`config.mk`:
```
export PLATFORM = sky130hd
export DESIGN_NAME = multicycle_ctrl
export DESIGN_NICKNAME = d
export VERILOG_FILES = /design/src/rtl/multicycle_ctrl.sv
export SDC_FILE = /design/constraint.sdc
export NUM_CORES = 1
export LEC_CHECK = 0
export ABC_AREA = 1
export CAP_MARGIN = 20
export CORE_ASPECT_RATIO = 0.8
export CORE_MARGIN = 1.5
export CORE_UTILIZATION = 43
export DETAILED_ROUTE_END_ITERATION = 12
export HOLD_SLACK_MARGIN = 0.1
export PLACE_DENSITY = 0.74
export RECOVER_POWER = 50
export SLEW_MARGIN = 20
export SYNTH_ARGS = -nofsm -noshare
export SYNTH_HDL_FRONTEND = slang
export SYNTH_SLANG_ARGS = --single-unit
```
`constraint.sdc`:
```
create_clock -name clk -period 1.6 [get_ports clk]
set_input_delay 0.32 -clock clk [delete_from_list [all_inputs] [get_ports clk]]
set_output_delay 0.32 -clock clk [all_outputs]
set_load 0.02 [all_outputs]
```
`src/rtl/multicycle_ctrl.sv`:
```
// Multicycle RV32I control FSM: memory wait states, optional MDU sequencing,
// illegal-instruction / bus-timeout trap and a per-instruction retire pulse.
module multicycle_ctrl #(
    parameter bit          MEM_WAIT_EN  = 1'b1,
    parameter bit          MDU_EN       = 1'b0,
    parameter bit          TRAP_EN      = 1'b1,
    parameter int unsigned WAIT_TIMEOUT = 255
) (
    input  logic       clk,
    input  logic       resetn,
    input  logic [6:0] op,
    input  logic [2:0] funct3,
    input  logic       funct7_0,
    input  logic       mem_ready,
    input  logic       mdu_done,
    output logic       pc_write,
    output logic       ir_write,
    output logic       reg_write,
    output logic       mem_write,
    output logic       mem_read,
    output logic       imm,
    output logic       branch,
    output logic [1:0] pc_src,
    output logic [1:0] adr_src,
    output logic [1:0] alu_op,
    output logic [1:0] mem_size,
    output logic [2:0] alu_src_a,
    output logic [2:0] alu_src_b,
    output logic [2:0] result_src,
    output logic       mem_unsigned,
    output logic       mdu_start,
    output logic       trap,
    output logic [1:0] trap_cause,
    output logic       retire,
    output logic [3:0] state
);

    localparam logic [3:0] S_FETCH   = 4'd0;
    localparam logic [3:0] S_DECODE  = 4'd1;
    localparam logic [3:0] S_MEMADR  = 4'd2;
    localparam logic [3:0] S_MEMREAD = 4'd3;
    localparam logic [3:0] S_MEMWB   = 4'd4;
    localparam logic [3:0] S_MEMWR   = 4'd5;
    localparam logic [3:0] S_EXECR   = 4'd6;
    localparam logic [3:0] S_ALUWB   = 4'd7;
    localparam logic [3:0] S_EXECI   = 4'd8;
    localparam logic [3:0] S_JAL     = 4'd9;
    localparam logic [3:0] S_BRANCH  = 4'd10;
    localparam logic [3:0] S_JALR    = 4'd11;
    localparam logic [3:0] S_AUIPC   = 4'd12;
    localparam logic [3:0] S_LUI     = 4'd13;
    localparam logic [3:0] S_MDU     = 4'd14;
    localparam logic [3:0] S_TRAP    = 4'd15;

    localparam logic [6:0] OP_LOAD   = 7'b0000011;
    localparam logic [6:0] OP_STORE  = 7'b0100011;
    localparam logic [6:0] OP_RTYPE  = 7'b0110011;
    localparam logic [6:0] OP_ITYPE  = 7'b0010011;
    localparam logic [6:0] OP_JAL    = 7'b1101111;
    localparam logic [6:0] OP_BRANCH = 7'b1100011;
    localparam logic [6:0] OP_JALR   = 7'b1100111;
    localparam logic [6:0] OP_AUIPC  = 7'b0010111;
    localparam logic [6:0] OP_LUI    = 7'b0110111;

    localparam int unsigned CW = (WAIT_TIMEOUT > 1) ? $clog2(WAIT_TIMEOUT + 1) : 1;
    localparam logic [CW-1:0] CNT_MAX  = CW'(WAIT_TIMEOUT);
    localparam logic [CW-1:0] CNT_LAST = CW'(WAIT_TIMEOUT - 1);

    logic [3:0]    state_q, state_d;
    logic          launched_q, launched_d;
    logic [CW-1:0] cnt_q, cnt_d;
    logic [1:0]    cause_q, cause_d;

    logic [3:0] dec_next;
    logic       illegal;
    logic       rdy;
    logic       mem_state;
    logic       count_en;
    logic       timeout;

    assign rdy       = mem_ready | ~MEM_WAIT_EN;
    assign mem_state = (state_q == S_FETCH) || (state_q == S_MEMREAD) || (state_q == S_MEMWR);
    assign count_en  = MEM_WAIT_EN && (WAIT_TIMEOUT != 0) && mem_state;
    // Fires on the WAIT_TIMEOUT-th consecutive not-ready cycle of one memory phase.
    assign timeout   = count_en && TRAP_EN && !mem_ready && (cnt_q == CNT_LAST);

    always_comb begin
        dec_next = S_FETCH;
        illegal  = 1'b0;
        case (op)
            OP_LOAD: begin
                if ((funct3 == 3'd3) || (funct3[2:1] == 2'b11)) illegal = 1'b1;
                else dec_next = S_MEMADR;
            end
            OP_STORE: begin
                if (funct3 > 3'd2) illegal = 1'b1;
                else dec_next = S_MEMADR;
            end
            OP_RTYPE: begin
                if (!funct7_0) dec_next = S_EXECR;
                else if (MDU_EN) dec_next = S_MDU;
                else illegal = 1'b1;
            end
            OP_ITYPE:  dec_next = S_EXECI;
            OP_JAL:    dec_next = S_JAL;
            OP_BRANCH: dec_next = S_BRANCH;
            OP_JALR:   dec_next = S_JALR;
            OP_AUIPC:  dec_next = S_AUIPC;
            OP_LUI:    dec_next = S_LUI;
            default:   illegal = 1'b1;
        endcase
        if (illegal) dec_next = TRAP_EN ? S_TRAP : S_FETCH;
    end

    always_comb begin
        state_d = state_q;
        cause_d = cause_q;
        cnt_d   = '0;
        case (state_q)
            S_FETCH: begin
                if (timeout) state_d = S_TRAP;
                else if (rdy) state_d = S_DECODE;
            end
            S_DECODE: state_d = dec_next;
            S_MEMADR: state_d = op[5] ? S_MEMWR : S_MEMREAD;
            S_MEMREAD: begin
                if (timeout) state_d = S_TRAP;
                else if (rdy) state_d = S_MEMWB;
            end
            S_MEMWR: begin
                if (timeout) state_d = S_TRAP;
                else if (rdy) state_d = S_FETCH;
            end
            S_EXECR, S_EXECI, S_JAL, S_JALR, S_AUIPC, S_LUI: state_d = S_ALUWB;
            S_MDU: begin
                if (mdu_done) state_d = S_FETCH;
            end
            default: state_d = S_FETCH;
        endcase
        if ((state_d == S_TRAP) && (state_q != S_TRAP)) cause_d = timeout ? 2'b01 : 2'b00;
        // Saturates so a non-trapping configuration can wait indefinitely.
        if (count_en && !mem_ready && (state_d == state_q)) begin
            cnt_d = (cnt_q == CNT_MAX) ? cnt_q : cnt_q + 1'b1;
        end
    end

    assign launched_d = (state_q == S_MDU) && (state_d == S_MDU);

    always_ff @(posedge clk or negedge resetn) begin
        if (!resetn) begin
            state_q    <= S_FETCH;
            launched_q <= 1'b0;
            cnt_q      <= '0;
            cause_q    <= 2'b00;
        end else begin
            state_q    <= state_d;
            launched_q <= launched_d;
            cnt_q      <= cnt_d;
            cause_q    <= cause_d;
        end
    end

    always_comb begin
        pc_write     = 1'b0;
        ir_write     = 1'b0;
        reg_write    = 1'b0;
        mem_write    = 1'b0;
        mem_read     = 1'b0;
        imm          = 1'b0;
        branch       = 1'b0;
        pc_src       = 2'b00;
        adr_src      = 2'b00;
        alu_op       = 2'b00;
        mem_size     = 2'b00;
        alu_src_a    = 3'b000;
        alu_src_b    = 3'b000;
        result_src   = 3'b000;
        mem_unsigned = 1'b0;
        mdu_start    = 1'b0;
        trap         = 1'b0;
        retire       = 1'b0;
        trap_cause   = resetn ? cause_q : 2'b00;
        state        = resetn ? state_q : 4'd0;
        if (resetn) begin
            case (state_q)
                S_FETCH: begin
                    mem_read  = 1'b1;
                    alu_src_b = 3'b001;
                    ir_write  = rdy;
                    pc_write  = rdy;
                end
                S_DECODE: begin
                    alu_src_a = 3'b010;
                    alu_src_b = 3'b010;
                end
                S_MEMADR: begin
                    alu_src_a = 3'b001;
                    alu_src_b = 3'b010;
                end
                S_MEMREAD: begin
                    adr_src      = 2'b01;
                    mem_read     = 1'b1;
                    mem_size     = funct3[1:0];
                    mem_unsigned = funct3[2];
                end
                S_MEMWB: begin
                    reg_write    = 1'b1;
                    result_src   = 3'b001;
                    mem_size     = funct3[1:0];
                    mem_unsigned = funct3[2];
                    retire       = 1'b1;
                end
                S_MEMWR: begin
                    adr_src   = 2'b01;
                    mem_write = 1'b1;
                    mem_size  = funct3[1:0];
                    retire    = rdy;
                end
                S_EXECR: begin
                    alu_src_a = 3'b001;
                    alu_op    = 2'b10;
                end
                S_EXECI: begin
                    alu_src_a = 3'b001;
                    alu_src_b = 3'b010;
                    alu_op    = 2'b10;
                    imm       = 1'b1;
                end
                S_ALUWB: begin
                    reg_write = 1'b1;
                    retire    = 1'b1;
                end
                S_JAL, S_JALR: begin
                    alu_src_a = 3'b010;
                    alu_src_b = 3'b001;
                    pc_write  = 1'b1;
                    pc_src    = 2'b01;
                    imm       = (state_q == S_JALR);
                end
                S_BRANCH: begin
                    alu_src_a = 3'b001;
                    alu_op    = 2'b01;
                    branch    = 1'b1;
                    pc_src    = 2'b01;
                    retire    = 1'b1;
                end
                S_AUIPC: begin
                    alu_src_a = 3'b010;
                    alu_src_b = 3'b010;
                end
                S_LUI: begin
                    alu_src_a = 3'b011;
                    alu_src_b = 3'b010;
                end
                S_MDU: begin
                    mdu_start = !launched_q;
                    if (mdu_done) begin
                        reg_write  = 1'b1;
                        result_src = 3'b011;
                        retire     = 1'b1;
                    end
                end
                default: begin
                    trap     = 1'b1;
                    pc_write = 1'b1;
                    pc_src   = 2'b10;
                end
            endcase
        end
    end

endmodule

```
==> run metrics, run 1 <==
Stop Error=[ERROR GRT-0232] Routing congestion too high. Check the congestion heatmap in the GUI.; Die Span X=70.6 um; Seq cells post-synth=14; Async SR Flop Fraction=100%; grt repair worst endpoint=cnt_q[4]$_DFFE_PN0P_/D; Root Buffer=clkbuf_8; Die H=57.1 um; DP HPWL=3820 um; status=did not finish; Global Route Usage Sum=75.1%; Seq/Total Area, Yosys=22.3%; Buffers on Ports=43; Mapped Cells=251; failing step=global routing; Starting Density=45.3%; largest area contributor in the netlist=dfrtp_1; Yosys top cell area share=22.3%; num ports=49; most common cell in the netlist=nand2_1; CTS Hold Buffers Added=0; yosys warns=0; Top FF cell, synth=dfrtp_1; routability congestion estimate=0.804; Syn Std Cell Area=1570 sq um; Post-synth EDFFs=0; Clock Sink Count=14; H-tree level count=1; Post-synth top cells=nand2_1 (54), nor2_1 (39), inv_1 (31), nand3_1 (21), dfrtp_1 (14); CTS Buffer Depth=2; synth top area cells=dfrtp_1 (22%), nand2_1 (13%), nor2_1 (9.3%); row count=19; largest net degree at the start of global routing=18; CTS buffer count=3; Synth Area per Inst=6.26 sq um; worst ep type=register data pin; Netlist cell types=31; global route overflow=113
## routing by layer
layer | overflow | GRT usage, %
met3 | 1 | 42.2
met5 | 0 | 0
met2 | 65 | 101
met1 | 0 | 73.6
met4 | 47 | 94.3
## through the flow
stage	cell area [sq um]	worst slack, ns	instances	utilization (%)	setup TNS (ns)
2_1_floorplan	1670	-0.0739	255	-	-1.12
3_3_place_gp	2590	-0.683	396	74.7	-22.26
3_5_place_dp	2590	-0.697	396	74.7	-23.42
4_1_cts	3020	-0.405	429	87.0	-7.72
## kinds of logic after synthesis
logic type | synth area share (%)
AO/OA/AOI/OAI | 9.00
XOR/XNOR | 1.67
adder cells (fa/ha/maj) | 1.59
buffers and inverters | 12.7
flip-flops | 22.3
other | 0.239
AND/OR/NAND/NOR | 52.5
## timing repair
action | CTS
gates resized for setup | 211
pin swaps | 25
setup buffers | 30
setup endpoints to repair | 42
==> run 2, diff against run 1 <==
--- a/config.mk
+++ b/config.mk
@@ -7,12 +7,10 @@
 export LEC_CHECK = 0
 export ABC_AREA = 1
 export CAP_MARGIN = 20
-export CORE_ASPECT_RATIO = 0.8
 export CORE_MARGIN = 1.5
-export CORE_UTILIZATION = 43
+export CORE_UTILIZATION = 40
 export DETAILED_ROUTE_END_ITERATION = 12
-export HOLD_SLACK_MARGIN = 0.1
-export PLACE_DENSITY = 0.74
+export PLACE_DENSITY_LB_ADDON = 0.15
 export RECOVER_POWER = 50
 export SLEW_MARGIN = 20
 export SYNTH_ARGS = -nofsm -noshare
==> constraint.sdc (replaced) <==
create_clock -name clk -period 2.08 [get_ports clk]
set_input_delay 0.416 -clock clk [delete_from_list [all_inputs] [get_ports clk]]
set_output_delay 0.416 -clock clk [all_outputs]
set_load 0.02 [all_outputs]
==> run metrics, run 2 <==
Post-Layout Inst Area=2520 sq um; Final Setup Violations=0; Die Span X=65.7 um (-7.0%); status=finished, final reports clean; row count=22 (+3); Via Count=1904; global route overflow=0; NetSw=1.36 mW; most common cell in the netlist=nand2_1; unrepaired setup endpoints after global routing=yes; final setup margin=0.0374 ns; Root Buffer=clkbuf_8; clock share of power=8.2%; Biggest register=cnt_q; Skew-Pair Late Insertion Delay=0.25 ns; Slew Limit Fails=0; Seq/Total Area, Yosys=22.3% (unchanged); Placed Cells=384 (-3.0%); layout cells sized above 1=41.3%; Regs by FF count=cnt_q (8), state_q (4); Max VDD drop=523 uV; Mapped Cells=251 (unchanged); Core ar.=3720 sq um; Period minus WS final=2.04 ns; Flop pwr share=15.3%; DP Area=2380 sq um (-8.3%); drt drc=0; CTS buffer count=3 (unchanged); CP endpoint kind=primary output; synth top area cells=dfrtp_1 (22%), nand2_1 (13%), nor2_1 (9.3%); Global Route Usage Sum=22.8%; Die H=65.7 um (+15%); period utilization=98.2%; worst min-delay path category=in -> async; Power Internal=1.39 mW; largest net degree at the start of global routing=22; Routed Antenna Nets=0; Netlist cell types=31 (unchanged); Clock Sink Count=14 (unchanged); antenna violations before repair=0; Via density=4.83; Reg-to-Reg Start=state_q[1]; Async SR Flop Fraction=100% (unchanged); max_cap viols=0; Yosys top cell area share=22.3% (unchanged); CP max FO=6; most frequent cells in the layout=buf_4 (51), nand2_1 (48), inv_1 (29), nor2_1 (29), nand3_1 (17); Post-synth EDFFs=0 (unchanged); CTS tree=done; commonest non-fill, non-tap cell in the layout=buf_4; die area=4310 sq um; crit path DAT=1.63 ns; Worst Reg2Reg Path Length in Cells=14; Seq cells post-synth=14 (unchanged); Syn Std Cell Area=1570 sq um (unchanged); max reg flops=8; first-pass GRT wire length=7800 um; Top FF cell, synth=dfrtp_1; pwr/cell area=1090 nW/um^2; drt first pass iters=4; critical path class=reg -> out; Post-synth top cells=nand2_1 (54), nor2_1 (39), inv_1 (31), nand3_1 (21), dfrtp_1 (14); Fin. Hold Viols=0; setup TNS=0 ns; diode count=0; Final #Nets=365; leakage=1.40 nW; hold_ws=0.328 ns; WP data required=1.66 ns; Finished Layout Cells=394; CTS clock-pin slew for the worst setup and hold paths=0.06 ns; reg-to-reg slack, setup=0.06 ns; Net Sw Frac=49.4%; largest area contributor in the netlist=dfrtp_1; Routed WL=4550 um; Synth Area per Inst=6.26 sq um (unchanged); drt initial violations=73; Wirelength per Cell=11.5 um; Total Power=2.75 mW; yosys warns=0 (unchanged); Comb pwr share=76.5%; Area Overhead vs Synth=60.7%; num ports=49 (unchanged); CTS Buffer Depth=2 (unchanged); post-placement worst setup slack=-0.426 ns (+0.271 ns); Core Util, Final=67.9%; Starting Density=42.3% (-3.0 points); DP HPWL=3410 um (-11%); Buffers on Ports=43 (unchanged); fmax=490 MHz; H-tree level count=1 (unchanged); Worst Skew=0.000969 ns; crit path launch type=flip-flop; vias in the first global route=1790; worst r2r dst=cnt_q[7]; routability congestion estimate=0.789 (-1.9%)
-- run 2: logic make-up after synthesis --
group	Yosys count	synth area share (%)
flops	14	22.3
simple gates	160	52.5
xor+xnor	3	1.67
compound gates	25	9.00
other cells	1	0.239
fa+ha+maj	2	1.59
buf+inv	46	12.7
-- run 2: worst max-delay path by stage --
stage               cells past startpoint  slack (ns)       start           end
finish                                  7        0.04  state_q[1]     alu_op[1]
global route                           14       -0.08       op[0]      cnt_q[7]
CTS                                     7       -0.07  state_q[1]  alu_src_a[0]
global placement                        6       -0.40      resetn        retire
floorplan                               6        0.05      resetn        retire
detailed placement                      6       -0.43      resetn        retire
-- run 2: layout make-up --
| type | instances | area (sq um) |
|---|---|---|
| clock buffer | 3 | 41.3 |
| fill | 339 | 1190 |
| inverter | 38 | 146 |
| multi-input combinational | 195 | 1120 |
| sequential | 14 | 355 |
| tap | 48 | 60.1 |
| timing repair buffer | 96 | 802 |
-- run 2: repair_timing --
item,CTS,global route
gates resized for setup,53,64
pin swaps,0,10
hold buffers,0,0
buffers inserted,4,3
setup endpoints to repair,36,30
-- run 2: routing by layer --
layer	track usage [%]	up-vias	wire, um
li1	-	983	-
met1	30.1	865	2000
met3	2.91	7	192
met2	38.9	49	2290
met5	0	-	0
met4	5.73	0	70
-- run 2: worst max-delay path, cell delays in order, from the launching register on --
cell	delay, ns
dfrtp_2	0.48
buf_4	0.17
inv_2	0.06
nand2_2	0.06
nor2_2	0.15
nor2_1	0.11
nor2_1	0.09
clkdlybuf4s15_2	0.26
-- run 2: power groups by stage --
stage          Combinational, mW  Clock [mW]  Sequential (mW)
2_1_floorplan               1.13           0            0.376
3_3_place_gp                1.90           0            0.407
3_5_place_dp                1.92           0            0.409
4_1_cts                     1.95       0.229            0.402
5_1_grt                     2.30       0.240            0.431
6_report                    2.11       0.225            0.421
Power figures use the tool's default switching activity.
==> run 3, diff against run 2 <==
--- a/config.mk
+++ b/config.mk
@@ -7,12 +7,11 @@
 export LEC_CHECK = 0
 export ABC_AREA = 1
 export CAP_MARGIN = 20
-export CORE_MARGIN = 1.5
+export CORE_MARGIN = 8
 export CORE_UTILIZATION = 40
 export DETAILED_ROUTE_END_ITERATION = 12
 export PLACE_DENSITY_LB_ADDON = 0.15
 export RECOVER_POWER = 50
-export SLEW_MARGIN = 20
 export SYNTH_ARGS = -nofsm -noshare
 export SYNTH_HDL_FRONTEND = slang
 export SYNTH_SLANG_ARGS = --single-unit
==> run metrics, run 3 (synthesized netlist as in run 2, its figures left out) <==
largest net degree at the start of global routing=22 (unchanged); Total Power=2.72 mW (-1.2%); CTS clock-pin slew for the worst setup and hold paths=0.06 ns (about the same); CTS Buffer Depth=2 (unchanged); unrepaired setup endpoints after global routing=yes; setup TNS=0 ns (unchanged); Biggest register=cnt_q; Clock Sink Count=14 (unchanged); Fin. Hold Viols=0 (unchanged); Starting Density=42.3% (unchanged); Power Internal=1.34 mW (-3.9%); most frequent cells in the layout=nand2_1 (46), buf_4 (40), nor2_1 (29); CP max stage cell=dfrtp_2; hold_ws=0.329 ns (+0.00151 ns); drt drc=0 (unchanged); max_cap viols=0 (unchanged); WP data required=1.66 ns (about the same); max incr delay on CP=0.45 ns (-0.03 ns); Via density=4.85 (+0.37%); Worst path top cell family by delay=buffers and inverters; antenna violations before repair=0 (unchanged); max reg flops=8 (unchanged); pwr/cell area=1090 nW/um^2 (+0.19%); Core ar.=3720 sq um (unchanged); Die Span X=78.7 um (+20%); crit path launch type=flip-flop; Regs by FF count=cnt_q (8), state_q (4); CTS Hold Buffers Added=0 (unchanged); period utilization=97.3% (-0.90 points); drt first pass iters=4 (unchanged); Final Setup Violations=0 (unchanged); vias in the first global route=1692 (-5.5%); DP Area=2370 sq um (-0.32%); status=finished, final reports clean; NetSw=1.38 mW (+1.6%); H-tree level count=1 (unchanged); Comb pwr share=74.8% (-1.7 points); crit path DAT=1.61 ns (-0.02 ns); Core Util, Final=67.0% (-0.94 points); Routed WL=4750 um (+4.4%); first-pass GRT wire length=7610 um (-2.4%); Buffers on Ports=43 (unchanged); routability congestion estimate=0.811 (+2.9%); Max VDD drop=515 uV (-1.5%); Filler cells=359 (+5.9%); Net Sw Frac=50.8% (+1.4 points); Worst Skew=0.00131 ns (+0.000344 ns); layout cells sized above 1=41.6% (+0.26 points); Slew Limit Fails=0 (unchanged); Area Overhead vs Synth=58.4%; Routed Antenna Nets=0 (unchanged); Skew-Pair Late Insertion Delay=0.24 ns (about the same); Flop pwr share=15.5% (+0.2 points); critical path class=reg -> out; Via Count=1877 (-1.4%); die area=6190 sq um (+44%); Die H=78.7 um (+20%); Period minus WS final=2.02 ns (-0.0187 ns); CP endpoint kind=primary output; Wirelength per Cell=12.3 um (+6.3%); num ports=49 (unchanged); CTS tree=done; fmax=494 MHz (+0.93%); worst min-delay path category=in -> async; drt initial violations=73 (unchanged); worst path cell trace=buf_6 > buf_4 > nor2_4 > nand2_2 > nor2_2 > clkdlybuf4s15_1; Global Route Usage Sum=14.5% (-8.3 points); DP HPWL=3790 um (+11%); Post-Layout Inst Area=2490 sq um (-1.4%); Root Buffer=clkbuf_8; clock share of power=9.8% (+1.6 points); row count=22 (unchanged); diode count=0 (unchanged); CTS buffer count=3 (unchanged); leakage=1.36 nW (-2.5%); Final #Nets=357 (-2.2%); commonest non-fill, non-tap cell in the layout=nand2_1; CP max FO=4 (-2); global route overflow=0 (unchanged); Critical path buffers and inverters=3 (unchanged)
[run 3: cell count changes in the layout (fill, tap and decap cells not counted), sizes merged]
cell	before	now
clkdlybuf4s50	10	7
buf	58	56
clkbuf	13	12
clkinv	2	1
dlygate4sd2	7	6
inv	36	37
[run 3: worst paths after layout]
| path | start | depth (start not counted) | slack [ns] | endpoint |
|---|---|---|---|---|
| hold / removal | resetn | 2 | 0.33 | cnt_q[3] |
| setup reg to reg | state_q[1] | 14 | 0.08 | cnt_q[7] |
| setup / recovery | state_q[1] | 6 | 0.06 | mem_write |
| max in group asynchronous | resetn | 2 | 1.60 | state_q[0] |
| hold reg to reg | cause_q[0] | 2 | 0.48 | cause_q[0] |
| min in group clk | cause_q[0] | 2 | 0.48 | cause_q[0] |
[run 3: power groups by stage]
stage / sequential, mW / combinational, mW / clock (mW)
after global placement: 0.393 / 1.90 / 0
after global routing: 0.423 / 2.21 / 0.275
after floorplan: 0.376 / 1.13 / 0
after CTS: 0.397 / 1.89 / 0.265
final: 0.420 / 2.03 / 0.266
after detailed placement: 0.392 / 1.92 / 0
[run 3: what timing repair did]
item	CTS	global route
pin swaps	0	17
endpoints found under the setup margin	29	30
buffers inserted	0	1
gates resized for setup	73	67
[run 3: per-layer routing]
layer,vias up,routed length [um],track usage [%]
met1,856,2060,18.3
li1,968,-,-
met3,4,261,2.73
met4,0,29,2.22
met5,-,0,0
met2,49,2400,25.2
[run 3: area by class of cell]
type                       instances  area [sq um]  share of cell area [%]
timing repair buffer              88           716                    28.7
tap                               48          60.1                    2.41
sequential                        14           355                    14.3
inverter                          38           145                    5.83
multi-input combinational        195          1160                    46.5
clock buffer                       4          55.1                    2.21
[run 3: stage by stage]
stage / cells / setup WS [ns]
3_5_place_dp: 383 / -0.432
3_3_place_gp: 383 / -0.398
5_1_grt: 387 / -0.0611
4_1_cts: 387 / -0.0114
2_1_floorplan: 255 / 0.0525
6_report: 387 / 0.0561
